===== src/rtl/stack_pkg.sv =====
// Shared constants and command decode for the operand stack.
package stack_pkg;

   localparam int STACK_WIDTH = 8;
   localparam int STACK_DEPTH = 16;

   typedef enum logic [2:0] {
      CMD_NONE,
      CMD_PUSH,
      CMD_POP,
      CMD_TOS,
      CMD_ILLEGAL
   } cmd_t;

   // One-hot check of the three command strobes; any overlap is illegal.
   function automatic cmd_t decode_cmd(input logic push, input logic pop, input logic tos);
      unique case ({push, pop, tos})
         3'b000:  return CMD_NONE;
         3'b100:  return CMD_PUSH;
         3'b010:  return CMD_POP;
         3'b001:  return CMD_TOS;
         default: return CMD_ILLEGAL;
      endcase
   endfunction

endpackage


===== src/rtl/stack_ram.sv =====
// DEPTH x WIDTH register file: synchronous write, asynchronous read.
// Contents are deliberately not reset; the stack pointer defines validity.
module stack_ram
   import stack_pkg::*;
#(
   parameter int WIDTH = STACK_WIDTH,
   parameter int DEPTH = STACK_DEPTH,
   localparam int AW   = $clog2(DEPTH)
) (
   input  logic             clk,
   input  logic             we,
   input  logic [AW-1:0]    waddr,
   input  logic [WIDTH-1:0] wdata,
   input  logic [AW-1:0]    raddr,
   output logic [WIDTH-1:0] rdata
);

   logic [WIDTH-1:0] mem [DEPTH];

   // Write port, committed at the clock edge so a following read sees it.
   always_ff @(posedge clk) begin
      if (we) mem[waddr] <= wdata;
   end

   assign rdata = mem[raddr];

endmodule


===== src/rtl/stack_unit.sv =====
// Hardware operand stack: one push/pop/tos command per cycle, registered
// top-of-stack output, full/empty status and sticky error flags.
module stack_unit
   import stack_pkg::*;
#(
   parameter int WIDTH = STACK_WIDTH,
   parameter int DEPTH = STACK_DEPTH,
   localparam int CNT_W = $clog2(DEPTH) + 1
) (
   input  logic             clk,
   input  logic             rst,
   input  logic             push,
   input  logic             pop,
   input  logic             tos,
   input  logic [WIDTH-1:0] din,
   input  logic             clr_err,
   output logic [WIDTH-1:0] dout,
   output logic             dout_vld,
   output logic             empty,
   output logic             full,
   output logic [CNT_W-1:0] count,
   output logic             ovf_err,
   output logic             udf_err,
   output logic             cmd_err
);

   localparam int AW = $clog2(DEPTH);

   logic [CNT_W-1:0] sp;       // next free slot; equals occupancy
   logic [WIDTH-1:0] rdata;
   cmd_t             cmd;
   logic             do_push, do_read, do_pop;
   logic             ovf_now, udf_now, ill_now;
   logic [AW-1:0]    waddr, raddr;

   assign count = sp;
   assign empty = (sp == '0);
   assign full  = (sp == CNT_W'(DEPTH));

   assign cmd     = decode_cmd(push, pop, tos);
   assign do_push = (cmd == CMD_PUSH) && !full;
   assign do_read = ((cmd == CMD_POP) || (cmd == CMD_TOS)) && !empty;
   assign do_pop  = (cmd == CMD_POP) && !empty;
   assign ovf_now = (cmd == CMD_PUSH) && full;
   assign udf_now = ((cmd == CMD_POP) || (cmd == CMD_TOS)) && empty;
   assign ill_now = (cmd == CMD_ILLEGAL);

   // Address truncation is safe: no write when full, no read when empty.
   assign waddr = sp[AW-1:0];
   assign raddr = AW'(sp - CNT_W'(1));

   stack_ram #(.WIDTH(WIDTH), .DEPTH(DEPTH)) u_ram (
      .clk   (clk),
      .we    (do_push),
      .waddr (waddr),
      .wdata (din),
      .raddr (raddr),
      .rdata (rdata)
   );

   // Pointer, output register and sticky flags; a new error beats clr_err.
   always_ff @(posedge clk or posedge rst) begin
      if (rst) begin
         sp       <= '0;
         dout     <= '0;
         dout_vld <= 1'b0;
         ovf_err  <= 1'b0;
         udf_err  <= 1'b0;
         cmd_err  <= 1'b0;
      end else begin
         dout_vld <= do_read;
         if (do_read) dout <= rdata;
         if (do_push)     sp <= sp + CNT_W'(1);
         else if (do_pop) sp <= sp - CNT_W'(1);
         ovf_err <= ovf_now | (ovf_err & ~clr_err);
         udf_err <= udf_now | (udf_err & ~clr_err);
         cmd_err <= ill_now | (cmd_err & ~clr_err);
      end
   end

endmodule


===== config.mk =====
export PLATFORM = sky130hd
export DESIGN_NAME = stack_unit
export DESIGN_NICKNAME = d
export VERILOG_FILES = /design/src/rtl/stack_pkg.sv /design/src/rtl/stack_ram.sv /design/src/rtl/stack_unit.sv
export SDC_FILE = /design/constraint.sdc
export NUM_CORES = 1
export LEC_CHECK = 0
export CORE_ASPECT_RATIO = 1.75
export CORE_MARGIN = 1.5
export CORE_UTILIZATION = 53
export DETAILED_ROUTE_END_ITERATION = 8
export PLACE_DENSITY = 0.72
export SYNTH_ARGS = -nofsm -noshare
export SYNTH_HDL_FRONTEND = slang
export SYNTH_SLANG_ARGS = --single-unit

===== constraint.sdc =====
create_clock -name clk -period 2.5 [get_ports clk]
set_input_delay 0.25 -clock clk [delete_from_list [all_inputs] [get_ports clk]]
set_output_delay 0.25 -clock clk [all_outputs]
set_load 0.1 [all_outputs]

* Word level (Yosys, flattened, before mapping) *
Memory sizes are Yosys's and may differ from the RTL's. A register that Yosys moved wholly into a read port is not among the register bits.
Cells that the tools add are included.

storage, ports and cells
  logic and storage cells = 39
  bits in registers = 9
  memory bits (writable) = 128
  output and inout port bits = 19
  memories = 1

memories
  memory     words  width  read ports  clocked after Yosys merged registers in  wr ports  line             RTL
  u_ram.mem  16     8      1           1                                        1         stack_ram.sv:18  logic [WIDTH-1:0] mem [DEPTH];

cells by class
  equality and inequality tests = 8
  bitwise gates (word level) = 7
  multiplexer cells = 5
  $add $sub $neg = 2
  reduce and logical (&&, ||, !) cells = 11

operators by type and width
  kind                 number
  $pmux 3 s4           1
  $mux 5               2
  $eq 3x2->1 const B   3
  $eq 3x1->1 const B   2
  $eq 3x3->1 const B   2
  $add 5x1->5 const B  1
  $eq 5x5->1 const B   1
  $logic_and 1x1->1    5
  $logic_not 5->1      1
  $sub 5x1->5 const B  1
  $and 1x1->1          3
  $logic_not 3->1      1
  $or 1x1->1           3
  $logic_not 1->1      2
  $mux 1               2
  $reduce_bool 2->1    1
  $logic_or 1x1->1     1
  $not 1->1            1

* Depth between registers and ports, before layout *
  depth after elaboration = 6
  mapped depth = 10
  depth with buffers taken out = 8

* Cells and area by module *
Synthesis repeated with hierarchy kept, for this count alone.

unflattened totals
  cell total of the unflattened synthesis = 302
  area total of the unflattened synthesis = 5,909.4 µm²

modules (own cells, without submodules)
  module      cells an instance  seq. area each (µm²)  area an instance (µm²)  instances
  stack_ram   221                3,843.7               4,987.3                 1
  stack_unit  81                 425.4                 922.1                   1

* Worst setup path before layout *
No wires, ideal clock.

  path type = reg2reg
  from = register sp[0], in the netlist count[0]
  to = memory u_ram.mem[1][0] (netlist name) (enable)
  path buffers = 2
  setup time = 0.383 ns
  period minus slack after synthesis = 3.690 ns
  path slack = -1.190 ns
  stages on the path, launching flop included = 10
  data arrival time = 3.307 ns
  required time = 2.117 ns
  cells stage by stage = dfrtp_1 buf_6 clkbuf_8 inv_1 ha_1 nand3_1 inv_1 nor2_8 nand2_1 nor3_1

between the ends
  word-level cells in the longest chain between the ends = 5

RTL lines
  item                          line              RTL
  start: declaration            stack_unit.sv:29  logic [CNT_W-1:0] sp;
  start signal: assignment      stack_unit.sv:73  if (do_push) sp <= sp + CNT_W'(1);
  start signal: assignment      stack_unit.sv:74  else if (do_pop) sp <= sp - CNT_W'(1);
  $eq 5x5->1                    stack_unit.sv:38  assign full = (sp == CNT_W'(DEPTH));
  via full                      stack_unit.sv:20  output logic full,
  $logic_not 1->1               stack_unit.sv:41  assign do_push = (cmd == CMD_PUSH) && !full;
  $logic_and 1x1->1             stack_unit.sv:41
  $mux 1                        stack_ram.sv:22   if (we) mem[waddr] <= wdata;
  $mux 1 (not written as such)  stack_ram.sv:22
  end: declaration              stack_ram.sv:18

The timed path passes the listed nets, and every way through them passes these cells.

* Worst setup path after layout *
  from = register sp[1], in the netlist count[1]
  to = memory u_ram.mem[1][0] (netlist name) (enable)

between the ends
  word-level cells in the longest chain between the ends = 5

RTL lines
  item                          line
  $eq 5x5->1                    stack_unit.sv:38
  $logic_not 1->1               stack_unit.sv:41
  $logic_and 1x1->1             stack_unit.sv:41
  $mux 1                        stack_ram.sv:22
  $mux 1 (not written as such)  stack_ram.sv:22

Several ways; a longest one is shown, not always the timed one.

==> results_dict.tcl <==
set metrics [dict create \
    ctsHoldBuffers 0 \
    max_freq_mhz 426 \
    postRouteAntennaNets 0 \
    cp-startpoint "count[1]" \
    synth_area_leaders "edfxtp_1, mux4_1, dfrtp_1" \
    syn_avg_cell_area_um2 19.2 \
    yosys_warnings 0 \
    synthesis.area_mm2 0.00593 \
    dpl-instance-area_mm2 0.00652 \
    worstSetupStartpointType "flip-flop" \
    synth_top_area_cell "edfxtp_1" \
    dp_hpwl_mm 8.32 \
    cts_tree "built" \
    ys_types 38 \
    gr-total-overflow 0 \
    antenna_found_initial 0 \
    htree_levels 4 \
    status "finished, final reports clean" \
    peakVddDrop_mv 1.43 \
    gr-usage-met2 0.411 \
    path_class "flip-flop to flip-flop" \
    yosysMostFrequentCell "edfxtp_1" \
    track_usage 0.223 \
    layout-drive-gt1-share 0.279 \
    ios 33 \
    first_iter_violations 224 \
    clock_latency_ns 0.41 \
    start_util 0.548 \
    worstPathMaxFanout 10 \
    cts_setup_buffers 0 \
    period_share 0.939 \
    yosysSeqAreaShare 0.720 \
    coreArea_mm2 0.0108 \
    rr_startpoint "count[1]" \
    drv_cap 0 \
    cp.required_ns 2.54 \
    synth_common_cells "edfxtp_1, nor2_1, mux4_1" \
    met3_usage 0.0584 \
    fp.dieH_um 143 \
    area_growth_pct 19.1 \
    slew_viol_final 0 \
    syn_inst 308 \
    wire_per_inst_um 23.9 \
    setup.reg_to_reg.worst_slack_ns 0.15 \
    synth-edff-count 128 \
    async_reset_ff_frac 0.117 \
    synth_flop_cell "edfxtp_1" \
    layout.nets 380 \
    final_area_mm2 0.00706 \
    nFillCells 732 \
    worstSetupEndpointType "flip-flop" \
    busiest_layer "met2" \
    floorplan.die_area_mm2 0.0119 \
    via_count 3041 \
    cts_made_buffers 17 \
    grt_pass1_wl_mm 18.9 \
    p_per_area_mw_per_mm2 1240 \
    drt_pass1_iterations 4 \
    worstPathArrival_ns 2.39 \
    clk_pin_slew_worst_paths_ns 0.06 \
    hold_violations 0 \
    fin_worst_skew_ns 0.00752 \
    ys_seq_elements 145 \
    clk_path_buf_depth 2 \
    grt_max_degree 36 \
    p_leak_nw 2.41 \
    synth_top_area_frac 0.649 \
    seqCellArea_mm2 0.00428 \
    grt_pass1_vias 3240 \
    fp-row-count 50 \
    fin_crit_ns 2.35 \
    place_congestion 0.843 \
    viasPerCell 6.05 \
    drc_errors 0 \
    die_x_um 82.9 \
    cts_root_buf "clkbuf_16" \
    met1_usage 0.242 \
    worst_slew_pin_slew_ns 0.674 \
    tns_ns 0 \
    grt_setup_unrepaired "false" \
    relSlewSlack 0.549 \
    num_antenna_cells 0 \
    synth.net_count 327 \
    routed_wl_mm 12.0 \
    setup_viol 0 \
    port_buffers 32 \
    clock_sinks 145 \
    multi_input_area_mm2 0.00163 \
    hp-class "input pin to asynchronous set/reset pin" \
]
[worst max-delay path: stages (launching register included)]
cell        delay (ns)
dfrtp_2           0.46
inv_1             0.14
ha_4              0.21
nand3_4           0.09
clkinvlp_4        0.19
nor2_8            0.26
nand2_4           0.12
nor3_4            0.51
[cell usage in the layout, fill, tap and decap left out, types with 3 or more instances in the layout]
cell	Yosys	final
clkinvlp_4	0	4
nand2_1	10	7
nand2b_1	4	4
buf_4	0	32
a22oi_1	16	16
mux4_1	20	20
clkdlybuf4s50_1	0	13
inv_1	10	7
dfrtp_1	17	13
ha_1	5	4
clkbuf_16	0	17
nor3_4	0	3
clkinv_2	0	3
o22ai_1	4	4
nor2_4	0	6
nand2_4	0	3
xor2_1	3	3
mux4_2	12	12
edfxtp_1	128	128
nor2_2	1	6
clkinv_1	1	5
a31oi_1	10	10
dfrtp_2	0	3
nor2_1	27	16
[power breakdown]
group	internal (mW)	total [mW]	switching, mW
logic	1.22	3.54	2.32
clock network	1.34	2.24	0.897
registers	2.81	2.95	0.134
total	5.38	8.73	3.35
[cell families after synthesis]
group                      count (synthesis)  synth area share
AOI/OAI and AO/OA                         40            0.0477
xor gates and xnor gates                   5           0.00739
adders and majority gates                  5            0.0106
buffers and inverters                     24            0.0304
DFF                                      145             0.720
muxes                                     32             0.134
and+or+nand+nor                           57            0.0494
[metal layers]
layer	routed length (um)	up-vias
li1	-	1372
met1	4340	1542
met2	6900	111
met3	511	16
met4	264	0
met5	0	-
[flip-flops by register name, indices dropped and copies added (netlist names)]
| signal | cells |
|---|---|
| u_ram.mem | 128 |
| dout | 8 |
| count | 5 |
| cmd_err | 1 |
| dout_vld | 1 |
| ovf_err | 1 |
| udf_err | 1 |
[what timing repair did]
| action | CTS | global route |
|---|---|---|
| setup endpoints to repair | 0 | 7 |
| resized for setup | 0 | 2 |
| hold endpoints to repair | 0 | 0 |
[stage by stage]
step                      std cells  hold slack [ns]  total power, mW  setup WS, ns   util
after floorplan                 308            0.176             5.73        -0.484      -
after detailed placement        472            0.532             6.51         0.104  0.603
after global placement          472            0.531             6.44         0.109  0.603
final                           503            0.239             8.73         0.152  0.652
after CTS                       503            0.241             8.76         0.120  0.651
after global routing            503            0.297             9.08        0.0236  0.652
[cell type report]
type,instances,area share
repair buffers,47,0.0581
inverters,11,0.00727
multi-input cells,139,0.231
well taps,130,0.0230
flip-flops and latches,145,0.606
clock buffers,19,0.0613
clock inverters,12,0.0131
[worst paths after layout]
check,endpoint,depth (start not counted)
setup / recovery,u_ram.mem[1][0],7
hold / removal,udf_err,2
setup reg to reg,u_ram.mem[1][0],7
hold reg to reg,ovf_err,2
max in group asynchronous,count[0],2
min in group clk,ovf_err,2
Power figures use the tool's default switching activity.
